## src/rtl/fetch_unit_if.sv

```systemverilog
// Instruction-memory request/response bundle for the fetch stage.
// master = fetch side, slave = memory side.
interface fetch_unit_if;
  logic        imem_req;
  logic [31:0] imem_addr;
  logic        imem_gnt;
  logic        imem_rvalid;
  logic [31:0] imem_rdata;

  modport master (
    output imem_req,
    output imem_addr,
    input  imem_gnt,
    input  imem_rvalid,
    input  imem_rdata
  );

  modport slave (
    input  imem_req,
    input  imem_addr,
    output imem_gnt,
    output imem_rvalid,
    output imem_rdata
  );
endinterface

```

## src/rtl/fetch_unit.sv

```systemverilog
// Fetch stage: PC owner, imem handshake, one-entry skid, redirect drop.
// Optional FETCH_MISALIGN_CHK_EN adds MisalignF for unaligned redirects.
module fetch_unit #(
  parameter logic [31:0] RESET_PC  = 32'h0000_0000,
  parameter logic [31:0] NOP_INSTR = 32'h0000_0013
) (
  input  logic         clk,
  input  logic         rst_n,
  input  logic         StallF,
  input  logic         PCSrcE,
  input  logic [31:0]  PCTargetE,
  fetch_unit_if.master imem,
  output logic [31:0]  InstrF,
  output logic [31:0]  PCF,
  output logic [31:0]  PCPlus4F,
  output logic         ValidF
`ifdef FETCH_MISALIGN_CHK_EN
  ,
  output logic         MisalignF
`endif
);

  localparam logic [31:0] AMASK = 32'hFFFF_FFFC;

  typedef enum logic [1:0] {
    IDLE, REQ, WAIT, DROP
  } state_e;

  state_e      state_q, state_d;
  logic [31:0] pc_q, pc_d;
  logic [31:0] fly_q, fly_d;
  logic        valid_q, valid_d;
  logic [31:0] instr_q, instr_d;
  logic [31:0] pcf_q, pcf_d;
  logic [31:0] p4_q, p4_d;
  logic        skv_q, skv_d;
  logic [31:0] ski_q, ski_d;
  logic [31:0] skp_q, skp_d;
  logic        mis_q;
  logic        req;
  logic        busy;

`ifdef FETCH_MISALIGN_CHK_EN
  logic mis_d;
  assign MisalignF = mis_q;
`else
  assign mis_q = 1'b0;
`endif

  always_comb begin
    state_d = state_q;
    pc_d    = pc_q;
    fly_d   = fly_q;
    valid_d = valid_q;
    instr_d = instr_q;
    pcf_d   = pcf_q;
    p4_d    = p4_q;
    skv_d   = skv_q;
    ski_d   = ski_q;
    skp_d   = skp_q;
`ifdef FETCH_MISALIGN_CHK_EN
    mis_d   = mis_q;
`endif
    req     = 1'b0;
    busy    = 1'b0;

    if (valid_q && !StallF)
      valid_d = 1'b0;
    if (skv_q && !StallF) begin
      valid_d = 1'b1;
      instr_d = ski_q;
      pcf_d   = skp_q;
      p4_d    = skp_q + 32'd4;
      skv_d   = 1'b0;
    end

    unique case (state_q)
      IDLE: state_d = REQ;
      REQ: begin
        // a full skid blocks new fetches until it drains
        req = !mis_q && (!skv_q || !StallF);
        if (req && imem.imem_gnt) begin
          state_d = WAIT;
          fly_d   = pc_q;
          pc_d    = pc_q + 32'd4;
          busy    = 1'b1;
        end
      end
      WAIT: begin
        busy = !imem.imem_rvalid;
        if (imem.imem_rvalid) begin
          if (!valid_q || !StallF) begin
            valid_d = 1'b1;
            instr_d = imem.imem_rdata;
            pcf_d   = fly_q;
            p4_d    = fly_q + 32'd4;
            req     = !PCSrcE;
            if (req && imem.imem_gnt) begin
              fly_d = pc_q;
              pc_d  = pc_q + 32'd4;
            end else begin
              state_d = REQ;
            end
          end else begin
            skv_d   = 1'b1;
            ski_d   = imem.imem_rdata;
            skp_d   = fly_q;
            state_d = REQ;
          end
        end
      end
      DROP: begin
        busy = !imem.imem_rvalid;
        if (imem.imem_rvalid)
          state_d = REQ;
      end
      default: state_d = IDLE;
    endcase

    if (PCSrcE) begin
      pc_d    = PCTargetE & AMASK;
      valid_d = 1'b0;
      skv_d   = 1'b0;
      state_d = busy ? DROP : REQ;
`ifdef FETCH_MISALIGN_CHK_EN
      mis_d   = |PCTargetE[1:0];
`endif
    end
  end

  always_ff @(posedge clk or negedge rst_n) begin
    if (!rst_n) begin
      state_q <= IDLE;
      pc_q    <= RESET_PC & AMASK;
      fly_q   <= '0;
      valid_q <= 1'b0;
      instr_q <= NOP_INSTR;
      pcf_q   <= '0;
      p4_q    <= '0;
      skv_q   <= 1'b0;
      ski_q   <= '0;
      skp_q   <= '0;
    end else begin
      state_q <= state_d;
      pc_q    <= pc_d;
      fly_q   <= fly_d;
      valid_q <= valid_d;
      instr_q <= instr_d;
      pcf_q   <= pcf_d;
      p4_q    <= p4_d;
      skv_q   <= skv_d;
      ski_q   <= ski_d;
      skp_q   <= skp_d;
    end
  end

`ifdef FETCH_MISALIGN_CHK_EN
  always_ff @(posedge clk or negedge rst_n) begin
    if (!rst_n) mis_q <= 1'b0;
    else        mis_q <= mis_d;
  end
`endif

  assign imem.imem_req  = req;
  assign imem.imem_addr = pc_q & AMASK;
  assign InstrF   = valid_q ? instr_q : NOP_INSTR;
  assign PCF      = pcf_q;
  assign PCPlus4F = p4_q;
  assign ValidF   = valid_q;

endmodule

```

## src/flat_wrapper.sv

```systemverilog
// flat-port wrapper written by rule: the top's interface ports become plain ports
module fetch_unit_flat 
#(
  parameter logic [31:0] RESET_PC  = 32'h0000_0000,
  parameter logic [31:0] NOP_INSTR = 32'h0000_0013
)
  (clk, rst_n, StallF, PCSrcE, PCTargetE, InstrF, PCF, PCPlus4F, ValidF, imem_imem_req, imem_imem_addr, imem_imem_gnt, imem_imem_rvalid, imem_imem_rdata);
  fetch_unit_if imem_i ();
  input  logic clk;
  input  logic rst_n;
  input  logic StallF;
  input  logic PCSrcE;
  input  logic [31:0] PCTargetE;
  output logic [31:0] InstrF;
  output logic [31:0] PCF;
  output logic [31:0] PCPlus4F;
  output logic ValidF;
  output wire logic [$bits(imem_i.imem_req)-1:0] imem_imem_req;
  output wire logic [$bits(imem_i.imem_addr)-1:0] imem_imem_addr;
  input wire logic [$bits(imem_i.imem_gnt)-1:0] imem_imem_gnt;
  input wire logic [$bits(imem_i.imem_rvalid)-1:0] imem_imem_rvalid;
  input wire logic [$bits(imem_i.imem_rdata)-1:0] imem_imem_rdata;
  assign imem_imem_req = imem_i.imem_req;
  assign imem_imem_addr = imem_i.imem_addr;
  assign imem_i.imem_gnt = imem_imem_gnt;
  assign imem_i.imem_rvalid = imem_imem_rvalid;
  assign imem_i.imem_rdata = imem_imem_rdata;
  fetch_unit #(.RESET_PC(RESET_PC), .NOP_INSTR(NOP_INSTR)) u_core (.clk(clk), .rst_n(rst_n), .StallF(StallF), .PCSrcE(PCSrcE), .PCTargetE(PCTargetE), .imem(imem_i), .InstrF(InstrF), .PCF(PCF), .PCPlus4F(PCPlus4F), .ValidF(ValidF));
endmodule
```

## config.mk

```make
export PLATFORM = sky130hd
export DESIGN_NAME = fetch_unit_flat
export DESIGN_NICKNAME = d
export VERILOG_FILES = /design/src/rtl/fetch_unit_if.sv /design/src/rtl/fetch_unit.sv /design/src/flat_wrapper.sv
export SDC_FILE = /design/constraint.sdc
export NUM_CORES = 1
export LEC_CHECK = 0
export ABC_AREA = 0
export CORE_MARGIN = 2
export CORE_UTILIZATION = 66
export CTS_BUF_LIST = sky130_fd_sc_hd__clkbuf_2
export DETAILED_ROUTE_END_ITERATION = 7
export DONT_BUFFER_PORTS = 1
export GPL_ROUTABILITY_DRIVEN = 0
export PLACE_DENSITY = 0.82
export SLEW_MARGIN = 25
export SYNTH_ARGS = -nofsm -noshare
export SYNTH_HDL_FRONTEND = slang
export SYNTH_SLANG_ARGS = --single-unit
```

## constraint.sdc

```tcl
create_clock -name clk -period 2.4 [get_ports clk]
set_input_delay 0.24 -clock clk [delete_from_list [all_inputs] [get_ports clk]]
set_output_delay 0.24 -clock clk [all_outputs]
set_load 0.02 [all_outputs]
```

==> summary.md, run 1 <==
| Metric | Value |
|---|---|
| Die area | `0.01788 mm^2` |
| Final hold violations | `222` |
| Die Span Y | `around 130 um` |
| Multi-input combinational cell area | `0.005245 mm^2` |
| Clock latency on the worst-skew pair | `~0.8 ns` |
| Worst-path clk slew | `0.10 ns` |
| Final ANT Viol Nets | `0` |
| CTS Hold Bufs | `93` |
| CTS Sinks | `222` |
| Port bufs | `0` |
| Share of post-route cells with drive strength above 1 | `21.46%` |
| Worst r2r dst | `u_core.pc_q[6]$_DFFE_PN0P_` |
| Achievable frequency | `414.8 MHz` |
| Final Setup Violations | `1` |
| Area grow syn2layout | `17.80%` |
| Pleak | `5.927 nW` |
| Routed vias | `9776` |
| Antenna cells | `0` |
| Sequential area share after synthesis | `50.05%` |
| Slew margin rel. | `between 50 and 60%` |
| Largest net degree at the start of global routing | `223` |
| Syn_area_per_cell | `9.751 um^2` |
| Initial antenna violation count | `0` |
| Outcome | `finished, violations left` |
| Min Clock Period, post-route | `between 2 and 2.5 ns` |
| H-tree depth | `2` |
| HPWL after DPL | `around 19 mm` |
| Non-Filler Instances | `approximately 1500` |
| Seq cells post-synth | `between 200 and 250` |
| Crit start category | `flop` |
| Yosys cell types | `62` |
| FILL cells | `1003` |
| Register Area | `between 0.005 and 0.006 mm^2` |
| Clock Skews | `~0.043 ns` |
| Core ar. | `0.01652 mm^2` |
| CTS tree | `done` |
| Initial drt markers | `around 870` |
| Worst endpoint data arrival time | `3.09 ns` |
| Vias/cell | `6.373` |
| Maximum fanout along the worst path | `9` |
| Max-cap viol count | `0` |
| Placed cells | `1339` |
| Vias in the first global route | `9818` |
| Total wire length | `31.93 mm` |
| Root buffer cell | `clkbuf_2` |
| Reg2Reg Setup Slack | `-0.01 ns` |
| Post-synth ARST share | `100.0%` |
| Pins over their slew limit | `0` |
| Num rows | `47` |
| Ys flop type | `dfrtp_1` |
| Setup CP Type | `reg2reg` |
| Initial Util | `67.21%` |
| Synth Cell Area | `0.01111 mm^2` |
| Number of enable flip-flop cells after synthesis | `0` |
| Final Worst Setup Slack | `-0.01088 ns` |
| Grt total ovfl | `0` |
| RSZ-0062 raised after global routing | `yes` |
| Crit. End Element | `flop` |
| Worst Path Required | `3.08 ns` |
| GRT Total Usage | `34.72%` |
| Final period util | `100.5%` |
| Power Dens Cells | `969.4 mW/mm^2` |
| Failing checks | `negative hold slack, negative setup slack` |
| First-pass GRT wire length | `49.74 mm` |
| Hold WC Path Type | `in2async` |
| Max VDD drop | `702.6 uV` |
| Tot Pwr | `12.68 mW` |
| Residual DRC | `0` |
| CTS Buffer Depth | `3` |
| Slew @ Worst Pin | `0.6181 ns` |
| R2r startpoint | `u_core.state_q[1]$_DFFE_PN0P_` |
| Die Span X | `133.7 um` |
| R2r worst-path depth | `8` |
| Routed WL per cell | `20.81 um` |
| Hold WS | `-0.8874 ns` |
| Ports | `200` |
| CTS Buf Count | `56` |
| DR pass1 iterations | `6` |
| Post-Syn Instances | `1139` |
| Final-stage net count | `between 1000 and 1500` |
| Synth warnings | `0` |
[repair_timing]
item                       CTS  global route
setup endpoints to repair    1            41
setup buffers                3             6
resized for setup            5            11
pin swaps                    1             3
hold endpoints to repair   410           222
[layer usage]
layer / vias to the layer above / track usage [%] / wire length [um]
li1: 4304 / - / -
met1: 4793 / 43.69 / 12400
met2: 575 / 56.61 / 15350
met3: 104 / 10.24 / 2997
met4: 0 / 14.13 / 1177
met5: - / 0 / 0
[worst max path at each step]
stage	start	endpoint
after floorplan	u_core.state_q[1]$_DFFE_PN0P_	u_core.fly_q[10]$_DFFE_PN0P_
after global placement	u_core.state_q[0]$_DFFE_PN0P_	u_core.pc_q[27]$_DFFE_PN0P_
after detailed placement	u_core.state_q[0]$_DFFE_PN0P_	u_core.pc_q[27]$_DFFE_PN0P_
after CTS	u_core.ValidF$_DFF_PN0_	InstrF[16]
after global routing	u_core.state_q[0]$_DFFE_PN0P_	imem_imem_req
final	u_core.state_q[1]$_DFFE_PN0P_	u_core.pc_q[6]$_DFFE_PN0P_
[placed cells by master (no fill, tap or decap), types with 38 or more instances in the layout]
master and count:
mux2_2 89, dfrtp_1 218, a31oi_1 70, xor2_1 43, nand3_1 39, dlygate4sd3_1 91
nand2_1 185, clkbuf_2 82, o21ai_0 56, nor2_1 95, nand4_1 39, and2_1 38
buf_4 63
[state kept, by name, summed over array words and instances, names as in the netlist]
register and count:
u_core.ValidF 1, u_core.skv_q 1, u_core.ski_q 32, u_core.skp_q 30, u_core.pc_q 30, u_core.state_q 2
u_core.PCPlus4F 32, u_core.fly_q 30, u_core.instr_q 32, u_core.PCF 32
[logic make-up (layout without fill, tap and decap cells)]
group,after synthesis,count (layout),share of synthesized area (%)
XOR/XNOR,62,62,4.889
adder cells (fa/ha/maj),7,7,0.7885
AO/OA/AOI/OAI,192,192,10.96
buffers and inverters,94,268,3.447
multiplexers,93,93,9.384
other,1,2,0.03376
flip-flops,222,222,50.05
AND/OR/NAND/NOR,468,468,20.45
[report_power, final]
part           switching (mW)  internal [mW]  total (mW)
logic                    1.73           1.66        3.39
registers                1.98           4.90        6.89
clock network            1.51          0.898        2.41
total                    5.22           7.47        12.7
[critical path, cell delays in order (launching register included)]
cell and delay [ns]:
dfrtp_1 0.47, inv_1 0.14, ha_2 0.23, nor2b_1 0.14, a41o_2 0.32, nand3_1 0.13
xor2_1 0.19, o21ai_0 0.10, dlygate4sd3_1 0.57
[synthesized netlist by cell type (all sizes together), types with 14 or more instances]
master	number	area share, %
dfrtp	219	49
nand2	186	6.3
nor2	95	3.2
mux2	89	9.0
a31oi	71	4.0
clkbuf	61	2.1
o21ai	57	2.6
xor2	43	3.4
nand4	42	2.6
nand3	41	1.9
and2	40	2.3
a21oi	19	0.89
buf	19	0.88
xnor2	19	1.5
and3	15	0.84
inv	14	0.47
[area by class of cell]
| type | count | share of cell area, % |
|---|---|---|
| clock inverter | 12 | 0.3443 |
| inverter | 14 | 0.4016 |
| tap | 220 | 2.104 |
| sequential | 222 | 42.50 |
| clock buffer | 82 | 3.137 |
| multi-input combinational | 824 | 40.09 |
| timing repair buffer | 160 | 11.43 |
[per-stage QoR]
stage	area [um^2]	TNS, ns	setup slack (ns)	utilization, %
floorplan	11110	0	0.3133	-
global placement	11580	0	0.1961	70.07
detailed placement	11580	0	0.1377	70.07
CTS	13010	0	0.004985	78.71
global route	13080	-0.1585	-0.06902	79.18
finish	13080	-0.01088	-0.01088	79.18
(Power assumes the default switching activity.)
==> run 2, diff against run 1 <==
CORE_UTILIZATION = 35   (was 66)
PLACE_DENSITY = 0.49   (was 0.82)
==> run 2 against run 1 <==
The flow finishes with violations (negative hold slack). Non-clock buffer count rose by 111. Die area rose by 86%. Maximum frequency rose by 1.8%. Worst hold slack got worse by 0.051 ns. Sequential power fell by 2%. Sequential share of layout area fell by 4.3 points. First-iteration DRC count fell by 33%. Utilization fell by 33 points. Critical path depth fell by 2. Setup slack improved by 0.043 ns. Global-route usage fell by 14 points. Largest cell class unchanged.
==> summary.md, run 2 (synthesized netlist as in run 1, its figures left out) <==
| Metric | Value |
|---|---|
| Crit start category | `flop` |
| Clock latency on the worst-skew pair | `between 0.9 and 1 ns` |
| Reg power frac | `49.9%` |
| Initial drt markers | `582` |
| Most common cell after layout, fill and taps aside | `dfrtp_1` |
| Slew margin rel. | `36.55%` |
| Clock network power share | `21.2%` |
| Failing checks | `negative hold slack` |
| Area grow syn2layout | `31.05%` |
| Residual DRC | `0` |
| Pleak | `6.603 nW` |
| Met3 wire length | `2.681 mm` |
| Tot Pwr | `13.53 mW` |
| GRT Total Usage | `20.73%` |
| CTS Buf Count | `between 60 and 70` |
| Hold WS | `-0.9380 ns` |
| Routed WL per cell | `18.81 um` |
| Largest net degree at the start of global routing | `between 200 and 250` |
| Register Area | `0.005565 mm^2` |
| Port bufs | `0` |
| Slew @ Worst Pin | `between 0.9 and 1 ns` |
| RSZ-0062 raised after global routing | `yes` |
| CP Launch Point | `u_core.skv_q$_DFF_PN0_` |
| Multi-input combinational cell area | `0.005268 mm^2` |
| Max VDD drop | `between 500 and 600 uV` |
| Net Sw Power | `roughly 5.4 mW` |
| Final ANT Viol Nets | `0` |
| Root buffer cell | `clkbuf_2` |
| Vias/cell | `5.260` |
| Core ar. | `0.03139 mm^2` |
| Final hold violations | `263` |
| Critical path's slowest cell | `dlygate4sd3_1` |
| Total wire length | `34.75 mm` |
| Max-cap viol count | `0` |
| First-pass GRT wire length | `54.92 mm` |
| Maximum fanout along the worst path | `5` |
| Worst endpoint data arrival time | `3.16 ns` |
| Cell Area, Placed | `between 0.01 and 0.015 mm^2` |
| Initial Util | `35.38%` |
| Share of post-route cells with drive strength above 1 | `22.84%` |
| CTS Sinks | `222` |
| Uppermost layer routed | `met4` |
| Crit. End Element | `flop` |
| Outcome | `finished, violations left` |
| R2r startpoint | `u_core.skv_q$_DFF_PN0_` |
| Worst-path clk slew | `around 0.13 ns` |
| Achievable frequency | `422.4 MHz` |
| Post-route cell area | `0.01456 mm^2` |
| Setup CP Type | `reg2reg` |
| Commonest cells after routing, fill and taps aside | `dfrtp_1 (214), nand2_1 (185), dlygate4sd3_1 (174), clkbuf_2 (99), nor2_1 (94)` |
| Switching Fraction | `39.86%` |
| Die area | `0.03318 mm^2` |
| H-tree depth | `2` |
| Int Pwr | `8.134 mW` |
| HPWL after DPL | `21.97 mm` |
| Combinational Power Share | `28.9%` |
| Die Span X | `around 180 um` |
| Power Dens Cells | `929.2 mW/mm^2` |
| Setup TNS Final | `0 ns` |
| M1 WL | `15.74 mm` |
| Final Setup Violations | `0` |
| Worst path max stage delay | `approximately 0.68 ns` |
| FILL cells | `3043` |
| Pins over their slew limit | `0` |
| Top Family by Delay on Critical Path | `buffers and inverters` |
| CTS Buffer Depth | `3` |
| DR pass1 iterations | `5` |
| Crit path cell chain | `nor2b_4 -> dlygate4sd3_1 -> o21ai_0 -> buf_4 -> and2_1 -> dlygate4sd3_1` |
| Routed vias | `9720` |
| Die Span Y | `182.1 um` |
| Worst Path Required | `3.19 ns` |
| Final-stage net count | `1472` |
| Clock Skews | `0.08686 ns` |
| Ports | `200` |
| Num rows | `between 60 and 70` |
| Hold WC Path Type | `in2async` |
| Min Clock Period, post-route | `around 2.4 ns` |
| Grt total ovfl | `0` |
| Final period util | `a little under 100%` |
| CTS tree | `done` |
| Buf/Inv on CP | `3` |
| Most Frequent Cell on Critical Path | `dlygate4sd3_1` |
| Initial antenna violation count | `1` |
| Vias in the first global route | `9888` |
| Met2 WL post-DR | `15.67 mm` |
run 2: cell count changes in the layout (fill, tap and decap cells not counted), sizes merged:
| cell | before | now |
|---|---|---|
| dlygate4sd3 | 91 | 174 |
| buf | 69 | 95 |
| clkbuf | 82 | 99 |
| clkinv | 10 | 12 |
| dlymetal6s4s | 0 | 2 |
| inv | 16 | 14 |
| bufinv | 0 | 1 |
| clkinvlp | 0 | 1 |
| diode | 0 | 1 |
| nand3 | 41 | 42 |
run 2: path summary, 6_finish.rpt:
check	to	slack (ns)	cells after the start
worst max register to register	u_core.PCPlus4F[1]$_DFF_PN0_	0.03	6
max in group asynchronous	u_core.skp_q[4]$_DFFE_PN0P_	2.66	0
worst min-delay path	u_core.instr_q[28]$_DFF_PN0_	-0.94	0
min in group clk	u_core.skp_q[11]$_DFFE_PN0P_	-0.10	3
worst max-delay path	u_core.PCPlus4F[1]$_DFF_PN0_	0.03	6
worst min register to register	u_core.instr_q[4]$_DFF_PN1_	0.49	2
run 2: per-layer routing:
| metal | up-vias | track usage, % |
|---|---|---|
| met1 | 4764 | 27.78 |
| met4 | 0 | 6.065 |
| met5 | - | 0 |
| li1 | 4569 | - |
| met2 | 332 | 32.73 |
| met3 | 55 | 5.867 |
run 2: per-stage QoR:
stage,setup WS [ns],util [%],instances
after floorplan,0.3133,-,1140
after global placement,0.2461,38.29,1547
after detailed placement,0.2255,38.29,1547
after CTS,-0.08650,45.88,1838
after global routing,-0.08807,46.37,1848
final,0.03247,46.37,1848
run 2: worst reg2reg max path, delay by kind of cell (launching register included):
family,cells,cell delay [ns]
AO/OA/AOI/OAI,1,0.11
buffers and inverters,3,1.38
flip-flops,1,0.45
AND/OR/NAND/NOR,2,0.30
run 2: power by group through the flow:
stage	combinational, mW	sequential [mW]	clock (mW)
2_1_floorplan	2.40	6.36	0
3_3_place_gp	3.27	6.81	0
3_5_place_dp	3.32	6.83	0
4_1_cts	3.82	6.76	3.00
5_1_grt	4.33	6.93	3.19
6_report	3.91	6.75	2.87
run 2: timing repair:
item / in CTS / in global routing
cloned: 0 / 1
setup endpoints to repair: 33 / 112
gates resized for setup: 10 / 19
buffers inserted: 3 / 6
pin swaps: 1 / 7
hold buffers: 175 / 6
endpoints found under the hold margin: 414 / 350
run 2: area by class of cell:
class | count | area share (%)
flip-flops and latches | 222 | 38.24
multi-input cells | 825 | 36.19
well taps | 402 | 3.456
clock inverters | 14 | 0.6017
repair buffers | 271 | 17.73
diodes | 1 | 0.01719
inverters | 14 | 0.3610
clock buffers | 99 | 3.404
